`config.mk`:
```
export PLATFORM = sky130hd
export DESIGN_NAME = softmax_sum_ln
export DESIGN_NICKNAME = d
export VERILOG_FILES = /design/src/rtl/softmax_sum_ln.sv
export SDC_FILE = /design/constraint.sdc
export NUM_CORES = 1
export LEC_CHECK = 0
export ABC_CLOCK_PERIOD_IN_PS = 6700
export BUFFER_PORTS_ARGS = -buffer_cell sky130_fd_sc_hd__buf_2
export CAP_MARGIN = 20
export CORE_MARGIN = 5
export CORE_UTILIZATION = 62
export DETAILED_ROUTE_END_ITERATION = 7
export PLACE_DENSITY = 0.83
export SETUP_SLACK_MARGIN = 0.1
export SYNTH_ARGS = -nofsm -noshare
export SYNTH_HDL_FRONTEND = slang
export SYNTH_SLANG_ARGS = --single-unit
```
`constraint.sdc`:
```
create_clock -name clk -period 6.7 [get_ports clk]
set_input_delay 1.34 -clock clk [delete_from_list [all_inputs] [get_ports clk]]
set_output_delay 1.34 -clock clk [all_outputs]
set_load 0.02 [all_outputs]
```
`src/rtl/softmax_sum_ln.sv`:
```
// softmax_sum_ln: accumulates one row of exp values, then produces ln(sum) in fixed point
module softmax_sum_ln #(
  parameter int DW = 32,
  parameter int FRAC = 10,
  parameter int AW = 40
) (
  input  logic          clk,
  input  logic          rst,
  input  logic          start,
  input  logic          in_valid,
  input  logic          in_last,
  input  logic [DW-1:0] exp_in,
  output logic          in_ready,
  output logic          busy,
  output logic [DW-1:0] lnF,
  output logic          lnF_valid,
  output logic [DW-1:0] sum_out,
  output logic          ovf,
  output logic          sum_zero
);
  localparam int PW = $clog2(AW);
  typedef enum logic [1:0] {IDLE, ACC, LOD, MUL} state_t;
  state_t state, state_n;
  logic [AW-1:0] acc;
  logic [AW:0] acc_sum;
  logic [PW-1:0] p, lod_p;
  logic [FRAC-1:0] m, lod_m;
  logic signed [47:0] log2_v;
  logic take;
  assign take = in_ready & in_valid;
  assign acc_sum = {1'b0, acc} + (AW+1)'(exp_in);
  assign log2_v = ((48'(p) - 48'(FRAC)) << FRAC) + 48'(m);
  // leading-one detector; the shift lines up the FRAC bits below the leading one
  always_comb begin
    lod_p = '0;
    for (int i = 0; i < AW; i++) lod_p = acc[i] ? PW'(i) : lod_p;
    lod_m = FRAC'({acc, FRAC'(0)} >> lod_p);
  end
  // next-state logic: a row runs IDLE -> ACC -> LOD -> MUL -> IDLE
  always_comb begin
    state_n = state;
    if (state == IDLE && start) state_n = ACC;
    if (take && in_last) state_n = LOD;
    if (state == LOD) state_n = MUL;
    if (state == MUL) state_n = IDLE;
  end
  // state register
  always_ff @(posedge clk or negedge rst)
    if (!rst) state <= IDLE;
    else state <= state_n;
  // datapath and registered outputs
  always_ff @(posedge clk or negedge rst)
    if (!rst) begin
      acc <= '0;
      p <= '0;
      m <= '0;
      in_ready <= 1'b0;
      busy <= 1'b0;
      lnF <= '0;
      lnF_valid <= 1'b0;
      sum_out <= '0;
      ovf <= 1'b0;
      sum_zero <= 1'b0;
    end else begin
      in_ready <= state_n == ACC;
      busy <= state_n != IDLE;
      lnF_valid <= state == MUL;
      if (state == IDLE && start) begin
        acc <= '0;
        ovf <= 1'b0;
        sum_zero <= 1'b0;
      end
      if (take) begin
        acc <= acc_sum[AW] ? '1 : acc_sum[AW-1:0];
        if (acc_sum[AW]) ovf <= 1'b1;
      end
      if (state == LOD) begin
        p <= lod_p;
        m <= lod_m;
      end
      if (state == MUL) begin
        lnF <= (acc == '0) ? '0 : DW'((log2_v * 48'sd710) >>> FRAC);
        sum_out <= (|acc[AW-1:DW]) ? '1 : acc[DW-1:0];
        sum_zero <= acc == '0;
      end
    end
endmodule

```
=== Word-level counts from Yosys, hierarchy flattened ===
Index checks and enable logic that the tools add are counted.
Widths: inputs -> output; s select.

* Register bits after elaboration: 127
* Bits of input ports: 37
* Output and inout bits: 69
* Word-level logic and storage cells: 81

* Add/subtract/negate cells: 3
* Multipliers: 1
* Equality and inequality tests: 3
* Shift operators: 1
* Mux-type cells: 53
* Bitwise gates (word level): 1
* Reduce and logical (&&, ||, !) cells: 8

{| class="wikitable"
|+ Operators by type and width
! operator !! number
|-
| $mux 40 || 3
|-
| $mux 5 || 16
|-
| $mux 32 || 2
|-
| $shr 50x6->10 || 1
|-
| $mux 6 || 8
|-
| $add 40x32->41 || 1
|-
| $logic_not 40->1 || 1
|-
| $mux 4 || 8
|-
| $mul 18x10->28 const B || 1
|-
| $add 17x11->18 || 1
|-
| $mux 2 || 6
|-
| $mux 3 || 4
|-
| $reduce_or 8->1 || 1
|-
| $sub 6x4->7 const B || 1
|-
| $mux 1 || 6
|-
| $reduce_bool 2->1 || 3
|-
| $eq 2x2->1 const B || 2
|-
| $eq 2x1->1 const B || 1
|-
| $logic_and 1x1->1 || 2
|-
| $logic_not 2->1 || 1
|-
| $and 1x1->1 || 1
|}

=== Depth between registers and ports, before layout ===
Gate-level depths: netlist of run 1.

* Depth after elaboration: 40
* Mapped depth: 20
* Mapped depth without buffers: 20

=== Worst setup path before layout of run 1 ===
OpenSTA, ideal clock, no wires.

* Path kind: register to register
* Start point: register p[1]
* End point: register lnF[17]
* Library setup time: 0.121 ns
* Data arrival time: 6.017 ns
* Required time: 6.579 ns
* Path slack: 0.562 ns
* Stages on the path, launching flop included: 14
* Path buffers: 0
* Cells stage by stage: dfrtp_1 o21ai_0 nor3b_1 ha_1 fa_1 fa_1 fa_1 ha_1 o21a_1 a2111oi_0 o31ai_1 o211ai_1 xnor2_1 a22o_1

* Word-level cells in the longest chain between the ends: 4

{| class="wikitable"
|+ RTL lines
! element !! RTL line !! RTL
|-
| from (decl) || 26 || <nowiki>logic [PW-1:0] p, lod_p;</nowiki>
|-
| from (signal assigned) || 78 || <nowiki>p <= lod_p;</nowiki>
|-
| $sub 6x4->7 || 32 || <nowiki>assign log2_v = ((48'(p) - 48'(FRAC)) << FRAC) + 48'(m);</nowiki>
|-
| $add 17x11->18 || 32 ||
|-
| $mul 18x10->28 || 82 || <nowiki>lnF <= (acc == '0) ? '0 : DW'((log2_v * 48'sd710) >>> FRAC);</nowiki>
|-
| $mux 32 || 82 ||
|-
| to (signal assigned) || 82 ||
|-
| to (decl) || 15 || <nowiki>output logic [DW-1:0] lnF,</nowiki>
|}

No other way between the ends.
A chain may end at the register's enable or synchronous reset.

=== Final worst setup path of run 1 ===
* Start point: register p[1]
* End point: register lnF[16]

The elaborated chain is that of the path after synthesis.

==> flow_summary.toml, run 1 <==
[run_status]
status = "completed"

[timing]
rsz0062_at_grt = "no"
finalCriticalPeriod_ns = 6.30
maxSlewHeadroom = 0.286
finalHoldViolCount = 0
setup_tns_ns = 0
fin_skew_ns = 0.0112
tightest_slew_ns = 1.07
fmax_ghz = 0.159
slew_violations = 0
setup_viol = 0
period_share = 0.941
hold_slack_ns = 0.471

[cts]
clk_path_buf_depth = 2
hold_buffers = 0
clk-insertion-delay-late_ns = 0.43
post_cts_buffers = 0
ctsRootBufferMaster = "clkbuf_16"
cts_resized = 0
cts.reportedPaths.clkPinSlew_ns = 0.06
clkSinkCount = 114
htreeDepth = 4
numCtsBuffers = 17
cts_tree = "yes"

[synthesis]
syn_area_sq_um = 11500
ys_ff_latch = 114
ys_seq_area_frac = 0.248
synth_edf_count = 0
async_reset_ff_frac = 1.00
synth.area.top_cells = "dfrtp_1 25%, ha_1 12%, fa_1 8.2%, nand2_1 4.5%, mux2i_1 3.8%"
netlist-cell-type-count = 88
synth_top_cell_by_area = "dfrtp_1"
avgSynthCellArea_sq_um = 8.83
yosysWarnings = 0
synthCells = 1302
synth_nets = 1495
synth_top_area_share = 0.248
synth_flop_cell = "dfrtp_1"

[place]
dpl.hpwl_mm = 24.3
dpl.cell_count = 1559
routabilityCongestion = 1.00
portBuffers = 105

[setup_path]
cp-end-kind = "flop"
arrival_ns = 6.62
start_kind = "flop"
critPathKind = "flop to flop"
cp.required_ns = 7.02
critPathMaxFanout = 7

[layout]
final_core_util = 0.698
fin_cells = 1592
final.fill_count = 1413
layout-drive-gt1-share = 0.145
syn_to_final_growth_pct = 9.88
antenna_cells = 0
final_net_count = 1543

[flow_run]
max_cap_viol_count = 0

[route]
vias_per_cell = 6.58
dr_total_vias = 10500
drtIter0Drc = 1015
route.detailed.drc = 0
wl_per_cell_um = 20.4
dr.pass1.iters = 5
postRouteAntennaNets = 0
finalWirelength_mm = 32.4

[grt]
grt_pass1_wl_mm = 52.9
grt_pass1_vias = 10300
grtUsageTotal = 0.301
grt-ovfl-total = 0
grt_max_degree = 61
antenna_found_initial = 0

[floorplanning]
die_area_sq_um = 21400
die_x_um = 146
core_area_sq_um = 18100
io_pins = 106
initial_core_util = 0.635
num_rows = 49
fp.dieH_um = 146

[worst_hold_path]
min_path_type = "flop to flop"
[metrics by stage]
stage | area (sq um) | worst slack, ns
2_1_floorplan | 11500 | 0.562
3_3_place_gp | 11900 | 0.884
3_5_place_dp | 12000 | 0.639
4_1_cts | 12600 | 0.455
5_1_grt | 12600 | 0.101
6_report | 12600 | 0.397
[final timing paths]
kind / slack [ns] / cells after the start / start / endpoint
max: 0.40 / 18 / p[1] / lnF[16]
min: 0.47 / 2 / sum_out[8] / sum_out[8]
max reg2reg: 0.40 / 18 / p[1] / lnF[16]
min reg2reg: 0.47 / 2 / sum_out[8] / sum_out[8]
max in group asynchronous: 4.54 / 2 / rst / acc[24]
min in group asynchronous: 0.96 / 1 / rst / lnF[17]
[per-layer routing]
layer / track usage / vias to the layer above / wire length [um]
met5: 0 / - / 0
met4: 0.123 / 0 / 1130
met3: 0.0539 / 92 / 2560
met2: 0.501 / 531 / 15600
met1: 0.390 / 5030 / 13100
li1: - / 4820 / -
[cells in the mapped netlist (all sizes together) (7+ instances only)]
cell type	n
nand2	140
dfrtp	114
ha	109
inv	100
nor2	89
o21ai	64
a21oi	58
clkbuf	56
fa	47
mux2i	44
buf	35
o211ai	32
nand3	29
a211oi	27
xor2	27
a31oi	21
nor3	20
a22oi	19
xnor2	19
a21o	18
a22o	16
nor4	15
nand2b	13
o31ai	12
and3	11
mux4	11
o21a	11
and2	10
mux2	9
or4	9
a221oi	8
or2	8
a211o	7
or3	7
[final cells by class]
| cell class | instances | area, sq um | area share |
|---|---|---|---|
| flip-flops and latches | 114 | 2850 | 0.226 |
| multi-input cells | 997 | 7810 | 0.619 |
| well taps | 229 | 287 | 0.0227 |
| clock buffers | 21 | 470 | 0.0373 |
| repair buffers | 120 | 701 | 0.0555 |
| clock inverters | 11 | 128 | 0.0101 |
| inverters | 100 | 375 | 0.0297 |
[critical path, cell delays in order (launching register included)]
cell and delay [ns]:
dfrtp_1 0.44, inv_1 0.14, ha_1 0.27, xnor2_1 0.46, ha_1 0.35, fa_1 0.47, fa_1 0.54, inv_1 0.05
fa_1 0.52, inv_1 0.04, ha_1 0.36, a211o_1 0.29, a31oi_1 0.19, o211ai_1 0.20, a2111oi_0 0.79, o31ai_1 0.38
o21ai_0 0.31, nand2b_1 0.11, a32o_1 0.27
[kinds of logic after synthesis]
logic type,Yosys count,synth area share
multiplexers,64,0.0687
XOR/XNOR,46,0.0351
flip-flops,114,0.248
adder cells (fa/ha/maj),156,0.201
AO/OA/AOI/OAI,363,0.225
buffers and inverters,191,0.0733
AND/OR/NAND/NOR,368,0.150
[sequential cells by signal, summed over array words and instances (netlist names)]
register / flops
lnF: 19
p: 6
sum_out: 32
lnF_valid: 1
in_ready: 1
state: 2
ovf: 1
busy: 1
m: 10
acc: 40
sum_zero: 1
[layout by cell type (no fill, tap or decap), types with 10 or more instances in the layout]
| master | count |
|---|---|
| and2_1 | 10 |
| o21ai_0 | 57 |
| a22oi_1 | 18 |
| fa_1 | 47 |
| and3_1 | 11 |
| mux2i_1 | 44 |
| a211oi_1 | 27 |
| buf_2 | 104 |
| buf_4 | 13 |
| o21a_1 | 11 |
| mux4_2 | 11 |
| a21oi_1 | 55 |
| nand2_1 | 139 |
| o211ai_1 | 31 |
| o31ai_1 | 11 |
| a21o_1 | 18 |
| xor2_1 | 27 |
| ha_1 | 109 |
| nor3_1 | 20 |
| nand2b_1 | 13 |
| dfrtp_1 | 114 |
| xnor2_1 | 19 |
| clkbuf_16 | 17 |
| nand3_1 | 29 |
| nor4_1 | 14 |
| inv_1 | 99 |
| a22o_1 | 16 |
| nor2_1 | 87 |
| a31oi_1 | 21 |
Power of run 1 is left out: the tool's default activity adds up to more than one toggle a clock period on the data nets, which glitch-free logic cannot reach.
==> run 2: changes to the inputs <==
==> config.mk (replaced) <==
export PLATFORM = sky130hd
export DESIGN_NAME = softmax_sum_ln
export DESIGN_NICKNAME = d
export VERILOG_FILES = /design/src/rtl/softmax_sum_ln.sv
export SDC_FILE = /design/constraint.sdc
export NUM_CORES = 1
export LEC_CHECK = 0
export ABC_CLOCK_PERIOD_IN_PS = 5700
export BUFFER_PORTS_ARGS = -buffer_cell sky130_fd_sc_hd__buf_2
export CAP_MARGIN = 20
export CORE_MARGIN = 5
export CORE_UTILIZATION = 56
export DETAILED_ROUTE_END_ITERATION = 7
export PLACE_DENSITY = 0.79
export SETUP_SLACK_MARGIN = 0.1
export SLEW_MARGIN = 25
export SYNTH_ARGS = -nofsm -noshare
export SYNTH_HDL_FRONTEND = slang
export SYNTH_SLANG_ARGS = --single-unit
==> constraint.sdc (replaced) <==
create_clock -name clk -period 5.7 [get_ports clk]
set_input_delay 1.14 -clock clk [delete_from_list [all_inputs] [get_ports clk]]
set_output_delay 1.14 -clock clk [all_outputs]
set_load 0.02 [all_outputs]
==> flow_summary.toml, run 2 (synthesis results as in run 1) <==
[floorplanning]
num_rows = 52
initial_core_util = 0.568
die_x_um = 153
io_pins = 106
die_area_sq_um = 23500
core_area_sq_um = 20200
fp.dieH_um = 153

[setup_path]
critPathKind = "flop to flop"
cp.required_ns = 6.03
cp-end-kind = "flop"
critPathMaxFanout = 7
r2r_cells = 19
arrival_ns = 5.70
start_kind = "flop"

[layout]
top_register = "acc"
antenna_cells = 0
final.fill_count = 1664
layout_commonest_cell = "nand2_1"
layout-drive-gt1-share = 0.161
top_regs = "acc: 40 flops, sum_out: 32 flops, lnF: 19 flops"
largest_reg_flops = 40
syn_to_final_growth_pct = 11.7
final_net_count = 1556
final_cell_mix = "139 x nand2_1, 112 x dfrtp_1, 106 x ha_1"

[route]
postRouteAntennaNets = 0
route.detailed.drc = 0
wl_per_cell_um = 20.0
finalWirelength_mm = 32.9
dr.pass1.iters = 6
drtIter0Drc = 951
dr_total_vias = 10600
vias_per_cell = 6.43

[grt]
grt_pass1_wl_mm = 53.1
antenna_found_initial = 0
grt_pass1_vias = 10400
grt-ovfl-total = 0
grt_max_degree = 73
grtUsageTotal = 0.273

[worst_hold_path]
min_path_type = "flop to flop"
holdPathStages = 2

[timing]
period_share = 0.943
maxSlewHeadroom = 0.295
finalCriticalPeriod_ns = 5.38
rsz0062_at_grt = "no"
fmax_ghz = 0.186
setup_viol = 0
setup_tns_ns = 0
finalHoldViolCount = 0
tightest_slew_ns = 1.06
slew_violations = 0
fin_skew_ns = 0.0109

[flow_run]
max_cap_viol_count = 0

[place]
routabilityCongestion = 0.993
portBuffers = 105
dpl.hpwl_mm = 24.4

[cts]
hold_buffers = 0
numCtsBuffers = 17
clkSinkCount = 114
cts.reportedPaths.clkPinSlew_ns = 0.06
clk_path_buf_depth = 2
ctsRootBufferMaster = "clkbuf_16"
cts_tree = "yes"
htreeDepth = 4
clk-insertion-delay-late_ns = 0.43

[run_status]
status = "completed"
-- run 2: changes by cell type in the layout (fill, tap and decap cells not counted), sizes merged --
cell,change
buf,+13
clkinv,-2
bufinv,+1
clkinvlp,+1
-- run 2: stage by stage --
stage               area [sq um]  hold slack, ns  std cells  setup slack (ns)  utilization
floorplan                  11500           0.494       1302             0.400            -
global placement           12100           0.445       1607             0.273        0.596
detailed placement         12100           0.451       1607            0.0330        0.596
CTS                        12700           0.464       1639             0.136        0.627
global route               12800           0.498       1646            0.0884        0.634
finish                     12800           0.463       1646             0.324        0.634
-- run 2: layout make-up --
type,count,area [sq um],share of cell area
well taps,270,338,0.0263
inverters,100,375,0.0292
flip-flops and latches,114,2860,0.222
multi-input cells,997,7880,0.614
clock buffers,21,470,0.0367
clock inverters,11,151,0.0118
repair buffers,133,762,0.0594
-- run 2: layer usage --
metal | GRT usage | wire, um | vias up
met5 | 0 | 0 | -
met1 | 0.347 | 13200 | 5126
li1 | - | - | 4849
met2 | 0.461 | 15800 | 488
met3 | 0.0503 | 2560 | 114
met4 | 0.111 | 1320 | 0
-- run 2: timing repair --
| item | in CTS | in global routing |
|---|---|---|
| gates resized for setup | 2 | 10 |
| setup buffers | 0 | 6 |
| pin swaps | 0 | 6 |
| endpoints found under the hold margin | 0 | 0 |
| setup endpoints to repair | 4 | 7 |
-- run 2: path summary, 6_finish.rpt --
check | endpoint | slack (ns) | startpoint
setup / recovery | lnF[14] | 0.32 | m[5]
hold / removal | sum_out[8] | 0.46 | sum_out[8]
setup reg to reg | lnF[14] | 0.32 | m[5]
hold reg to reg | sum_out[8] | 0.46 | sum_out[8]
max in group asynchronous | acc[35] | 3.93 | rst
min in group asynchronous | lnF[15] | 0.72 | rst
-- run 2: critical path, stage by stage (launching register included) --
cell and delay (ns):
dfrtp_2 0.46, ha_4 0.26, ha_1 0.26, inv_1 0.05, fa_1 0.53, inv_1 0.05, fa_1 0.52, inv_1 0.05
fa_1 0.50, inv_1 0.05, ha_1 0.33, and2_1 0.19, a221o_1 0.30, a31oi_1 0.17, o211ai_1 0.22, a2111oi_2 0.44
buf_4 0.20, o31ai_4 0.10, or3_1 0.34, a32o_1 0.26
Power of run 2 is left out for the same reason.
==> run 3: changes to the inputs <==
--- a/config.mk
+++ b/config.mk
@@ -5,13 +5,13 @@
 export SDC_FILE = /design/constraint.sdc
 export NUM_CORES = 1
 export LEC_CHECK = 0
-export ABC_CLOCK_PERIOD_IN_PS = 5700
+export ABC_CLOCK_PERIOD_IN_PS = 5800
 export BUFFER_PORTS_ARGS = -buffer_cell sky130_fd_sc_hd__buf_2
 export CAP_MARGIN = 20
 export CORE_MARGIN = 5
-export CORE_UTILIZATION = 56
+export CORE_UTILIZATION = 62
 export DETAILED_ROUTE_END_ITERATION = 7
-export PLACE_DENSITY = 0.79
+export PLACE_DENSITY = 0.83
 export SETUP_SLACK_MARGIN = 0.1
 export SLEW_MARGIN = 25
 export SYNTH_ARGS = -nofsm -noshare
==> constraint.sdc (replaced) <==
create_clock -name clk -period 5.8 [get_ports clk]
set_input_delay 1.16 -clock clk [delete_from_list [all_inputs] [get_ports clk]]
set_output_delay 1.16 -clock clk [all_outputs]
set_load 0.02 [all_outputs]
==> flow_summary.toml, run 3 (synthesis results as in run 1) <==
[run_status]
status = "completed"

[layout]
fin_cells = 1601
top_register = "acc"
antenna_cells = 0
multi_input_area_sq_um = 7850
top_regs = "acc: 40 flops, sum_out: 32 flops, lnF: 19 flops"
final_net_count = 1554
final_cell_mix = "139 x nand2_1, 113 x dfrtp_1, 109 x ha_1"
final.fill_count = 1387
largest_reg_flops = 40
syn_to_final_growth_pct = 9.90
fin_area_sq_um = 12600
seq_area_sq_um = 2850
layout_commonest_cell = "nand2_1"
layout-drive-gt1-share = 0.155

[setup_path]
crit_chain = "inv_1 > ha_1 > xnor2_2 > ha_1 > fa_1 > fa_1 > inv_1 > fa_1 > inv_1 > ha_1 > a211o_1 > a31oi_2 > o211ai_1 > a2111oi_2 > buf_4 > o31ai_4 > or3_1 > a32o_1"
start_kind = "flop"
cp.required_ns = 6.11
cpPeakStageDelay_ns = 0.60
critPathKind = "flop to flop"
crit_buf_inv = 4
startpoint = "p[1]"
r2r_start = "p[1]"
crit_family = "adder cells"
critPathMaxFanout = 7
cp-end-kind = "flop"
arrival_ns = 5.97
slowest_stage = "fa_1"

[place]
dpl_cell_area_sq_um = 12000
portBuffers = 105
dpl.cell_count = 1565
routabilityCongestion = 0.990
dpl.hpwl_mm = 24.5

[timing]
period_share = 0.976
setup_viol = 0
slew_violations = 0
finalHoldViolCount = 0
maxSlewHeadroom = 0.295
finalCriticalPeriod_ns = 5.66
tightest_slew_ns = 1.06
fmax_ghz = 0.177
rsz0062_at_grt = "yes"
fin_skew_ns = 0.0132

[cts]
clk-insertion-delay-late_ns = 0.43
clkSinkCount = 114
clk_path_buf_depth = 2
cts_tree = "yes"
ctsRootBufferMaster = "clkbuf_16"
cts.reportedPaths.clkPinSlew_ns = 0.06
numCtsBuffers = 17
htreeDepth = 4
hold_buffers = 0

[route]
route.detailed.drc = 0
vias_per_cell = 6.66
postRouteAntennaNets = 0
finalWirelength_mm = 33.3
dr.pass1.iters = 8
drtIter0Drc = 1059
dr_total_vias = 10700
wl_per_cell_um = 20.8

[floorplanning]
fp.dieH_um = 146
initial_core_util = 0.635
die_area_sq_um = 21400
io_pins = 106
num_rows = 49
core_area_sq_um = 18100
die_x_um = 146

[grt]
grt_max_degree = 76
grt_pass1_vias = 10400
grt-ovfl-total = 0
grtUsageTotal = 0.308
grt_pass1_wl_mm = 53.9
antenna_found_initial = 1

[worst_hold_path]
hp-start = "sum_out[13]"
min_path_type = "flop to flop"

[flow_run]
max_cap_viol_count = 0
==> run 3: cell types whose count changed in the layout (fill, tap and decap cells not counted), sizes merged <==
| cell | delta |
|---|---|
| bufinv | -3 |
| clkbuf | -1 |
| clkinv | +4 |
| buf | -2 |
| inv | -2 |
==> run 3: layer usage <==
metal,routed length [um],vias up,global-route usage
met5,0,-,0
met4,1430,0,0.144
met3,2840,122,0.0567
met2,16300,601,0.518
met1,12800,5095,0.385
li1,-,4841,-
==> run 3: layout make-up <==
type                    instances  area share
repair buffers                131      0.0589
well taps                     229      0.0227
clock inverters                10     0.00505
inverters                     100      0.0297
multi-input cells             997       0.622
clock buffers                  20      0.0362
flip-flops and latches        114       0.226
==> run 3: repair_timing <==
item | in CTS | in global routing
pin swaps | 0 | 3
endpoints found under the setup margin | 1 | 7
buffers inserted | 0 | 5
resized for setup | 1 | 6
==> run 3: path summary, 6_finish.rpt <==
path                                     to  slack (ns)  cells after the start
max in group asynchronous           acc[29]        3.84                      2
worst max register to register      lnF[14]        0.14                     18
worst max-delay path                lnF[14]        0.14                     18
worst min register to register  sum_out[13]        0.46                      2
min in group asynchronous           lnF[12]        0.88                      1
worst min-delay path            sum_out[13]        0.46                      2
==> run 3: worst reg2reg max path, delay by kind of cell (launching register included) <==
| family | cells | cell delay, ns |
|---|---|---|
| adder cells (fa/ha/maj) | 6 | 2.56 |
| AO/OA/AOI/OAI | 6 | 1.56 |
| buffers and inverters | 4 | 0.47 |
| flip-flops | 1 | 0.41 |
| AND/OR/NAND/NOR | 1 | 0.37 |
| XOR/XNOR | 1 | 0.15 |
==> run 3: stage by stage <==
step | TNS [ns] | util | hold slack, ns | setup slack (ns)
floorplan | 0 | - | 0.494 | 0.500
global placement | 0 | 0.664 | 0.446 | 0.368
detailed placement | 0 | 0.664 | 0.452 | 0.173
CTS | 0 | 0.693 | 0.464 | 0.176
global route | -0.0143 | 0.698 | 0.484 | -0.0143
finish | 0 | 0.698 | 0.463 | 0.141
Power of run 3 is left out for the same reason.
